$ cat config.mk
export PLATFORM = sky130hd
export DESIGN_NAME = control_unit_pipe
export DESIGN_NICKNAME = d
export VERILOG_FILES = /design/src/rtl/control_unit_pipe_pkg.sv /design/src/rtl/control_unit_pipe_main_decoder.sv /design/src/rtl/control_unit_pipe.sv
export SDC_FILE = /design/constraint.sdc
export NUM_CORES = 1
export LEC_CHECK = 0
export CORE_MARGIN = 10
export CORE_UTILIZATION = 43
export DETAILED_ROUTE_END_ITERATION = 6
export GPL_TIMING_DRIVEN = 0
export PLACE_DENSITY = 0.72
export REMOVE_ABC_BUFFERS = 1
export SYNTH_ARGS = -nofsm -noshare
export SYNTH_HDL_FRONTEND = slang
export SYNTH_SLANG_ARGS = --single-unit
$ cat constraint.sdc
create_clock -name i_clk -period 2.4 [get_ports i_clk]
set_input_delay 0.48 -clock i_clk [delete_from_list [all_inputs] [get_ports i_clk]]
set_output_delay 0.48 -clock i_clk [all_outputs]
set_load 0.03 [all_outputs]
$ cat src/rtl/control_unit_pipe_pkg.sv
// Shared encodings for the pipelined RV32I control unit: opcodes, control
// field encodings, branch funct3 codes and the registered control word.
package control_unit_pipe_pkg;

    // Major opcodes recognised by the main decoder
    localparam logic [6:0] OP_R    = 7'b0110011;
    localparam logic [6:0] OP_LW   = 7'b0000011;
    localparam logic [6:0] OP_ALUI = 7'b0010011;
    localparam logic [6:0] OP_JALR = 7'b1100111;
    localparam logic [6:0] OP_SW   = 7'b0100011;
    localparam logic [6:0] OP_JAL  = 7'b1101111;
    localparam logic [6:0] OP_B    = 7'b1100011;
    localparam logic [6:0] OP_LUI  = 7'b0110111;

    // Branch funct3 codes
    localparam logic [2:0] F3_BEQ  = 3'b000;
    localparam logic [2:0] F3_BNE  = 3'b001;
    localparam logic [2:0] F3_BLT  = 3'b100;
    localparam logic [2:0] F3_BGE  = 3'b101;
    localparam logic [2:0] F3_BLTU = 3'b110;
    localparam logic [2:0] F3_BGEU = 3'b111;

    typedef enum logic [1:0] {
        RES_ALU = 2'b00,
        RES_MEM = 2'b01,
        RES_PC4 = 2'b10
    } result_src_e;

    typedef enum logic [1:0] {
        ALU_ADD   = 2'b00,
        ALU_SUB   = 2'b01,
        ALU_FUNCT = 2'b10,
        ALU_LUI   = 2'b11
    } alu_op_e;

    typedef enum logic [2:0] {
        IMM_I = 3'b000,
        IMM_S = 3'b001,
        IMM_B = 3'b010,
        IMM_J = 3'b011,
        IMM_U = 3'b100
    } imm_src_e;

    // Control word carried from D into the ID/EX register
    typedef struct packed {
        result_src_e result_src;
        logic        mem_write;
        logic        reg_write;
        logic        jmp;
        logic        branch;
        logic        jalr;
        alu_op_e     alu_op;
        logic        alu_src;
        logic [2:0]  funct3;
        logic        valid;
    } ctrl_t;

    localparam ctrl_t CTRL_BUBBLE = '0;

endpackage

$ cat src/rtl/control_unit_pipe_main_decoder.sv
// Combinational RV32I main decoder: opcode (and branch funct3) to control
// word, extender select and illegal-instruction flag. Shared with the
// single-cycle variants, so it holds no state.
module control_unit_pipe_main_decoder
    import control_unit_pipe_pkg::*;
#(
    parameter bit FULL_BRANCH = 1'b1
) (
    input  logic [6:0] i_opcode,
    input  logic [2:0] i_funct3,
    input  logic       i_valid,
    output ctrl_t      o_ctrl,
    output logic [2:0] o_imm_src,
    output logic       o_illegal
);

    ctrl_t    w_ctrl;
    imm_src_e w_imm_src;
    logic     w_bad;

    // Decode opcode into control fields; unknown opcodes and reserved
    // branch funct3 codes collapse to an all-zero word.
    always_comb begin
        // NOTE: every output gets a default first, so no path can infer a latch.
        w_ctrl    = CTRL_BUBBLE;
        w_imm_src = IMM_I;
        w_bad     = 1'b0;
        case (i_opcode)
            OP_R: begin
                w_ctrl.reg_write = 1'b1;
                w_ctrl.alu_op    = ALU_FUNCT;
            end
            OP_LW: begin
                w_ctrl.result_src = RES_MEM;
                w_ctrl.reg_write  = 1'b1;
                w_ctrl.alu_src    = 1'b1;
            end
            OP_ALUI: begin
                w_ctrl.reg_write = 1'b1;
                w_ctrl.alu_src   = 1'b1;
            end
            OP_JALR: begin
                w_ctrl.result_src = RES_PC4;
                w_ctrl.reg_write  = 1'b1;
                w_ctrl.jmp        = 1'b1;
                w_ctrl.jalr       = 1'b1;
                w_ctrl.alu_src    = 1'b1;
            end
            OP_SW: begin
                w_ctrl.mem_write = 1'b1;
                w_ctrl.alu_src   = 1'b1;
                w_imm_src        = IMM_S;
            end
            OP_JAL: begin
                w_ctrl.result_src = RES_PC4;
                w_ctrl.reg_write  = 1'b1;
                w_ctrl.jmp        = 1'b1;
                w_imm_src         = IMM_J;
            end
            OP_B: begin
                w_ctrl.branch = 1'b1;
                w_ctrl.alu_op = ALU_SUB;
                w_ctrl.funct3 = i_funct3;
                w_imm_src     = IMM_B;
                // funct3 010/011 are unassigned branch encodings
                if (FULL_BRANCH && (i_funct3 == 3'b010 || i_funct3 == 3'b011)) begin
                    w_bad = 1'b1;
                end
            end
            OP_LUI: begin
                w_ctrl.reg_write = 1'b1;
                w_ctrl.alu_op    = ALU_LUI;
                w_ctrl.alu_src   = 1'b1;
                w_imm_src        = IMM_U;
            end
            default: w_bad = 1'b1;
        endcase

        if (w_bad) begin
            w_ctrl    = CTRL_BUBBLE;
            w_imm_src = IMM_I;
        end
        w_ctrl.valid = i_valid & ~w_bad;
    end

    assign o_ctrl    = w_ctrl;
    assign o_imm_src = w_imm_src;
    assign o_illegal = i_valid & w_bad;

endmodule

$ cat src/rtl/control_unit_pipe.sv
// Pipelined control unit: decodes in D, carries the control word through
// ID/EX, EX/MEM and MEM/WB honouring stall/flush, resolves redirects in E
// and counts instructions retiring from W.
module control_unit_pipe
    import control_unit_pipe_pkg::*;
#(
    parameter bit FULL_BRANCH = 1'b1,
    parameter int CNT_W       = 32
) (
    input  logic             i_clk,
    input  logic             i_rst,
    input  logic [6:0]       i_opcode_d,
    input  logic [2:0]       i_funct3_d,
    input  logic             i_valid_d,
    input  logic             i_stall_e,
    input  logic             i_flush_e,
    input  logic             i_zero_e,
    input  logic             i_lt_e,
    input  logic             i_ltu_e,
    output logic [2:0]       o_imm_src_d,
    output logic             o_illegal_d,
    output logic [1:0]       o_alu_op_e,
    output logic             o_alu_src_e,
    output logic             o_jalr_e,
    output logic             o_pc_src_e,
    output logic             o_mem_write_m,
    output logic [1:0]       o_result_src_m,
    output logic             o_reg_write_m,
    output logic [1:0]       o_result_src_w,
    output logic             o_reg_write_w,
    output logic             o_valid_w,
    output logic [CNT_W-1:0] o_retired
);

    ctrl_t            w_ctrl_d;
    ctrl_t            r_e;
    logic [1:0]       r_m_result_src;
    logic             r_m_mem_write;
    logic             r_m_reg_write;
    logic             r_m_valid;
    logic [1:0]       r_w_result_src;
    logic             r_w_reg_write;
    logic             r_w_valid;
    logic [CNT_W-1:0] r_retired;
    logic             w_taken;

    control_unit_pipe_main_decoder #(
        .FULL_BRANCH (FULL_BRANCH)
    ) u_main_decoder (
        .i_opcode  (i_opcode_d),
        .i_funct3  (i_funct3_d),
        .i_valid   (i_valid_d),
        .o_ctrl    (w_ctrl_d),
        .o_imm_src (o_imm_src_d),
        .o_illegal (o_illegal_d)
    );

    // ID/EX register: flush beats stall, stall holds the current word
    always_ff @(posedge i_clk) begin
        // NOTE: state is updated with <= so every register samples pre-edge values.
        if (i_rst || i_flush_e) begin
            r_e <= CTRL_BUBBLE;
        end else if (!i_stall_e) begin
            r_e <= w_ctrl_d;
        end
    end

    // EX/MEM register: a stalled E feeds a bubble so the held op is not duplicated
    always_ff @(posedge i_clk) begin
        if (i_rst || i_stall_e) begin
            r_m_result_src <= 2'b00;
            r_m_mem_write  <= 1'b0;
            r_m_reg_write  <= 1'b0;
            r_m_valid      <= 1'b0;
        end else begin
            r_m_result_src <= r_e.result_src;
            r_m_mem_write  <= r_e.mem_write;
            r_m_reg_write  <= r_e.reg_write;
            r_m_valid      <= r_e.valid;
        end
    end

    // MEM/WB register: always advances
    always_ff @(posedge i_clk) begin
        if (i_rst) begin
            r_w_result_src <= 2'b00;
            r_w_reg_write  <= 1'b0;
            r_w_valid      <= 1'b0;
        end else begin
            r_w_result_src <= r_m_result_src;
            r_w_reg_write  <= r_m_reg_write;
            r_w_valid      <= r_m_valid;
        end
    end

    // Retired-instruction counter, wraps naturally at 2^CNT_W
    always_ff @(posedge i_clk) begin
        if (i_rst) begin
            r_retired <= '0;
        end else if (r_w_valid) begin
            r_retired <= r_retired + CNT_W'(1);
        end
    end

    // Branch condition from the latched funct3 and the E-stage ALU flags
    always_comb begin
        w_taken = i_zero_e;
        if (FULL_BRANCH) begin
            case (r_e.funct3)
                F3_BEQ:  w_taken = i_zero_e;
                F3_BNE:  w_taken = ~i_zero_e;
                F3_BLT:  w_taken = i_lt_e;
                F3_BGE:  w_taken = ~i_lt_e;
                F3_BLTU: w_taken = i_ltu_e;
                F3_BGEU: w_taken = ~i_ltu_e;
                default: w_taken = 1'b0;
            endcase
        end
    end

    assign o_pc_src_e     = r_e.valid & (r_e.jmp | (r_e.branch & w_taken));
    assign o_alu_op_e     = r_e.alu_op;
    assign o_alu_src_e    = r_e.alu_src;
    assign o_jalr_e       = r_e.jalr;
    assign o_mem_write_m  = r_m_mem_write;
    assign o_result_src_m = r_m_result_src;
    assign o_reg_write_m  = r_m_reg_write;
    assign o_result_src_w = r_w_result_src;
    assign o_reg_write_w  = r_w_reg_write;
    assign o_valid_w      = r_w_valid;
    assign o_retired      = r_retired;

endmodule

==> results.yml, run 1 <==
job:
  maxCapViolCount: 0
synth:
  ys_seq_area_share_pct: 43.29
  synth_top_area_share_pct: 43.29
  synth-seq-cells: 55
  synth-warning-count: 0
  synth-edff-count: 0
  synth.avg_cell_area_um2: 8.507
  synthCells: 299
  synth_largest_area_cell: "dfxtp_1"
  synthesis.area_mm2: 0.002544
  synth_cell_types: 42
  yosys-top-cells-area: "dfxtp_1 43%, a21oi_1 5.5%, or4_1 5.3%"
  ys.flop_type: "dfxtp_1"
  async_flop_share_pct: 0
sta:
  clock.fmax_mhz: 432.7
  drv_slew: 0
  worst_slew_pin_slew_ns: 0.7942
  fin_setup_tns_ns: 0
  fin_crit_sh_pct: 96.31
  hold_ws_ns: 0.4590
  period_minus_slack_ns: 2.311
  hold_viol_final: 0
  slew_headroom_pct: 46.89
  setup_violations: 0
  clock_skew_ns: 0.007850
global_route:
  grt_max_degree: 42
  grt_pass1_vias: 2241
  grt_pass1_wl_mm: 10.86
  antenna_found_initial: 0
  overflow: 0
  grt_util_all_layers_pct: 13.05
power_and_ir_drop:
  power_frac_seq_pct: 59.8
  pwr-share-comb_pct: 6.5
  peakVddDrop_uv: 263.6
  pwr-share-clk_pct: 33.7
  power.internal_w: 0.001161
  p_sw_w: 0.0003662
  swShare_pct: 23.98
  power_density_mw_per_mm2: 458.9
  p_leak_nw: 1.129
run_status:
  outcome: "complete, no violations"
cells_and_area:
  stdcell_count: 428
  fillers: 542
  drive_gt1_share_pct: 7.865
  fin_nets: 374
  syn_to_final_growth_pct: 30.84
  final_util_pct: 59.35
  diodes: 0
  fin_area_mm2: 0.003328
clock_network:
  numClockSinks: 55
  cts_inserted_buffers: 5
  cts_tree: "yes"
  clock_insertion_delay_worst_skew_ns: 0.31
  clockRootBuffer: "clkbuf_8"
  ctsHtreeMaxLevel: 2
  clkTransAtPathRegs_ns: 0.10
  clock_path_buffers: 2
floorplanning:
  die_h_um: 96.91
  die_area_mm2: 0.009392
  num_rows: 27
  dieWidth_um: 96.91
  ios: 67
  start_util_pct: 45.36
  core_area_mm2: 0.005608
routing:
  drt_iter0_drc: 118
  vias: 2399
  via_per_inst: 5.605
  drt_wl_total_mm: 6.397
  ant_nets: 0
  drc: 0
  wl_per_cell_um: 14.95
  dr.pass1.iters: 4
critical_path:
  rrSetupSlack_ns: 0.20
  slowest_delay_ns: 0.39
  arrival_ns: 1.83
  worst-endpoint-required_ns: 1.92
  slowest_stage: "clkdlybuf4s15_1"
  timing.critical_path.cells: "clkdlybuf4s15_1 -> inv_1 -> nor2_1 -> a311o_1 -> a31oi_1 -> buf_4"
  worstPathMaxFanout: 13
  end_kind: "output port"
  crit_type: "primary input to output port"
  worstSetupStartpointType: "primary input"
placement:
  io_buffers: 66
  postPlaceCellArea_mm2: 0.003203
  place_inst: 418
  routabilityCongestion: 0.8574
  dp_hpwl_mm: 4.667
min_path:
  hp-class: "flip-flop to flip-flop"
==> area by class of cell <==
type / count / area, um2 / share of cell area (%)
clock inverters: 3 / 18.77 / 0.5639
flip-flops and latches: 55 / 1101 / 33.08
well taps: 72 / 90.09 / 2.707
repair buffers: 68 / 658.1 / 19.77
multi-input cells: 217 / 1361 / 40.90
clock buffers: 5 / 68.82 / 2.068
inverters: 8 / 30.03 / 0.9023
==> cells in the mapped netlist, types with 5 or more instances <==
master    count
dfxtp_1      55
and2_1        5
o31ai_1      16
inv_1         8
nor3_1        9
nand4_1       5
a21oi_1      28
xor2_1        6
nand2_1      26
or4_1        18
nor2_1       23
nor4_1        7
clkbuf_1     15
nor2b_1       8
or3_1         7
nand3_1      10
xnor2_1       6
and4_1        5
==> power groups by stage <==
stage | Clock, W | Sequential [W] | Combinational, W
after floorplan | 0 | 0.000936 | 0.0000322
after global placement | 0 | 0.000935 | 0.0000954
after detailed placement | 0 | 0.000935 | 0.0000943
after CTS | 0.000525 | 0.000914 | 0.0000975
after global routing | 0.000559 | 0.000914 | 0.000108
final | 0.000515 | 0.000914 | 0.0000988
==> sequential cells by signal, indices dropped and copies added, names as in the netlist <==
register and count:
o_alu_op_e 2, o_jalr_e 1, o_mem_write_m 1, o_reg_write_w 1
o_valid_w 1, r_m_valid 1, o_result_src_m 2, o_result_src_w 2
o_alu_src_e 1, o_reg_write_m 1, o_retired 32, r_e 10
==> through the flow <==
step	setup WS, ns	power, W
floorplan	0.2797	0.0009682
global placement	-0.7246	0.001030
global route	-0.01615	0.001582
finish	0.08868	0.001527
CTS	0.01294	0.001536
detailed placement	-0.7009	0.001030
==> per-layer routing <==
metal | vias up | global-route usage [%] | share of wire, %
met1 | 1129 | 15.89 | 46
met5 | - | 0 | 0
met4 | 0 | 3.608 | 0.80
met2 | 65 | 20.96 | 47
li1 | 1199 | - | -
met3 | 6 | 4.826 | 6.6
==> what timing repair did <==
item                                    in CTS  in global routing
gates resized for setup                     33                 13
setup buffers                                2                  0
hold buffers                                 0                  0
pin swaps                                    2                  4
endpoints found under the setup margin       5                  4
==> cell usage in the layout, fill, tap and decap left out, types with 6 or more instances in the layout <==
| cell | Yosys | routed |
|---|---|---|
| nand3_1 | 10 | 10 |
| or4_1 | 18 | 18 |
| nand2_1 | 26 | 25 |
| or3_1 | 7 | 7 |
| nor4_1 | 7 | 7 |
| clkdlybuf4s50_1 | 0 | 52 |
| xor2_1 | 6 | 6 |
| nor3_1 | 9 | 7 |
| a21oi_1 | 28 | 28 |
| inv_1 | 8 | 8 |
| xnor2_1 | 6 | 6 |
| nor2b_1 | 8 | 7 |
| o31ai_1 | 16 | 16 |
| nor2_1 | 23 | 23 |
| dfxtp_1 | 55 | 55 |
==> cell families (layout without fill, tap and decap cells) <==
kind of cell / count (synthesis) / after routing / share of synthesized area [%]
xor gates and xnor gates: 12 / 12 / 4.132
AOI/OAI and AO/OA: 60 / 60 / 14.86
buffers and inverters: 27 / 84 / 4.574
DFF: 55 / 55 / 43.29
muxes: 5 / 5 / 2.066
and+or+nand+nor: 139 / 139 / 30.59
adders and majority gates: 1 / 1 / 0.4918
==> path summary, 6_finish.rpt <==
kind,start,to,depth (start not counted)
worst min register to register,r_m_valid,o_valid_w,1
worst max register to register,o_retired[0],o_retired[24],5
worst min-delay path,r_m_valid,o_valid_w,1
worst max-delay path,i_opcode_d[2],o_illegal_d,6
==> critical path, delay by kind of cell <==
kind                   cells  cell delay, ns
AO/OA/AOI/OAI              2            0.48
buffers and inverters      3            0.80
AND/OR/NAND/NOR            1            0.07
Power figures use the tool's default switching activity.
==> run 2: changes to the inputs <==
HOLD_SLACK_MARGIN = 0.02   (was not set)
==> results of run 2 <==
Same layout as run 1: the final DEF is identical, and so are final timing and power.
==> run 3: changes to the inputs <==
ABC_AREA = 1   (was not set)
PLACE_DENSITY = 0.71   (was 0.72)
==> results.yml, run 3 <==
run_status:
  outcome: "complete, no violations"
cells_and_area:
  syn_to_final_growth_pct: 31.50
  diodes: 0
  fin_nets: 488
  largest_reg_flops: 32
  mostFrequentLayoutCells: "84 x nand2_1, 64 x nor2_1, 56 x inv_1, 56 x clkdlybuf4s50_1, 55 x dfxtp_1"
  drive_gt1_share_pct: 9.787
  layout_commonest_cell: "nand2_1"
sta:
  drv_slew: 0
  clock_skew_ns: 0.005557
  period_minus_slack_ns: 2.349
  worst_slew_pin_slew_ns: 0.9256
  fin_crit_sh_pct: 97.88
  clock.fmax_mhz: 425.7
  fin_setup_tns_ns: 0
  setup_violations: 0
  slew_headroom_pct: 38.19
  rsz0062_at_grt: "yes"
  fin_ws_ns: 0.05076
  hold_viol_final: 0
synth:
  yosysMostFrequentCell: "nand2_1"
  ys_seq_area_share_pct: 40.24
  synthCells: 403
  synthesis.area_mm2: 0.002736
  synth-warning-count: 0
  synth_cell_types: 28
  ys.flop_type: "dfxtp_1"
  synth-edff-count: 0
  async_flop_share_pct: 0
  synth-seq-cells: 55
  ys_top_cells_by_count: "86 x nand2_1, 67 x nor2_1, 57 x inv_1"
  synth.avg_cell_area_um2: 6.790
  yosys-top-cells-area: "dfxtp_1 40%, nand2_1 12%, nor2_1 9.2%"
  synth_largest_area_cell: "dfxtp_1"
  synth_top_area_share_pct: 40.24
clock_network:
  cts_inserted_buffers: 5
  numClockSinks: 55
  clock_insertion_delay_worst_skew_ns: 0.31
  ctsHtreeMaxLevel: 2
  cts_tree: "yes"
  clkTransAtPathRegs_ns: 0.10
  clock_path_buffers: 2
  clockRootBuffer: "clkbuf_8"
placement:
  dp_hpwl_mm: 5.439
  routabilityCongestion: 0.9288
  io_buffers: 66
  pre_cts_ws_ns: -0.6579
global_route:
  grt_pass1_vias: 2665
  antenna_found_initial: 0
  grt_pass1_wl_mm: 11.99
  grt_max_degree: 22
  overflow: 0
  grt_util_all_layers_pct: 14.30
min_path:
  hp-class: "flip-flop to flip-flop"
floorplanning:
  start_util_pct: 43.59
  die_area_mm2: 0.009954
  num_rows: 29
  core_area_mm2: 0.006277
  die_h_um: 99.77
  ios: 67
  dieWidth_um: 99.77
routing:
  drc: 0
  vias: 2700
  via_per_inst: 4.936
  wl_per_cell_um: 12.94
  ant_nets: 0
  drt_iter0_drc: 135
  dr.pass1.iters: 5
  drt_wl_total_mm: 7.078
power_and_ir_drop:
  peakVddDrop_uv: 223.9
  power_density_mw_per_mm2: 458.7
  p_leak_nw: 1.364
job:
  maxCapViolCount: 0
critical_path:
  worst-endpoint-required_ns: 1.92
  worstSetupStartpointType: "primary input"
  worstPathMaxFanout: 4
  arrival_ns: 1.87
  crit_type: "primary input to output port"
  end_kind: "output port"
==> run 3: layer usage <==
metal / routed length [um] / GRT usage [%] / up-vias / share of wire (%)
met5: 0 / 0 / - / 0
met4: 108 / 4.410 / 0 / 1.5
met3: 428 / 5.014 / 10 / 6.0
met2: 3481 / 25.54 / 58 / 49
met1: 3060 / 15.39 / 1226 / 43
li1: - / - / 1406 / -
==> run 3: logic make-up (layout without fill, tap and decap cells) <==
logic type               count (synthesis)  in the layout  share of synthesized area (%)
buffers and inverters                   67            134                          9.968
flip-flops                              55             55                          40.24
adder cells (fa/ha/maj)                  1              1                         0.4572
XOR/XNOR                                 6              6                          1.921
AO/OA/AOI/OAI                           50             50                          9.693
AND/OR/NAND/NOR                        224            224                          37.72
==> run 3: power by group <==
group / internal, W / switching (W) / total (W) / leakage (nW)
combinational: 0.0000384 / 0.0000568 / 0.0000953 / 0.862
sequential: 0.000913 / 0.000000602 / 0.000914 / 0.443
clock: 0.000317 / 0.000324 / 0.000641 / 0.0587
==> run 3: final timing paths <==
kind	cells past startpoint	startpoint	to	slack, ns
setup / recovery	9	i_opcode_d[1]	o_imm_src_d[1]	0.05
hold / removal	2	r_m_valid	o_valid_w	0.41
hold reg to reg	2	r_m_valid	o_valid_w	0.41
setup reg to reg	8	o_retired[0]	o_retired[26]	0.56
==> run 3: what timing repair did <==
item / CTS / global route
setup buffers: 1 / 2
pin swaps: 1 / 2
hold buffers: 0 / 0
resized for setup: 29 / 18
gates cloned: 0 / 0
endpoints found under the setup margin: 5 / 12
==> run 3: metrics by stage <==
step	hold WS (ns)	util, %	instances	total power [W]	area [um2]
finish	0.4149	57.33	547	0.001651	3598
CTS	0.4198	56.63	545	0.001659	3555
global route	0.4354	57.33	547	0.001711	3598
floorplan	0.3883	-	393	0.0009713	2678
global placement	0.3911	54.71	536	0.001026	3435
detailed placement	0.4052	54.71	536	0.001028	3435
==> run 3: cell type report <==
cell class                      count  area (um2)
Fill cell                         595        2679
Multi-Input combinational cell    281        1394
Sequential cell                    55        1101
Timing Repair Buffer               69       676.9
Inverter                           57       214.0
Tap cell                           77       96.34
Clock buffer                        5       68.82
Clock inverter                      3       47.55
==> run 3: worst max-delay path, stage by stage <==
cell             delay [ns]
clkdlybuf4s50_1        0.47
nand2_2                0.08
inv_2                  0.09
nand2_2                0.09
nor2_4                 0.15
nand3b_1               0.16
o21ai_1                0.12
inv_1                  0.05
clkbuf_4               0.17
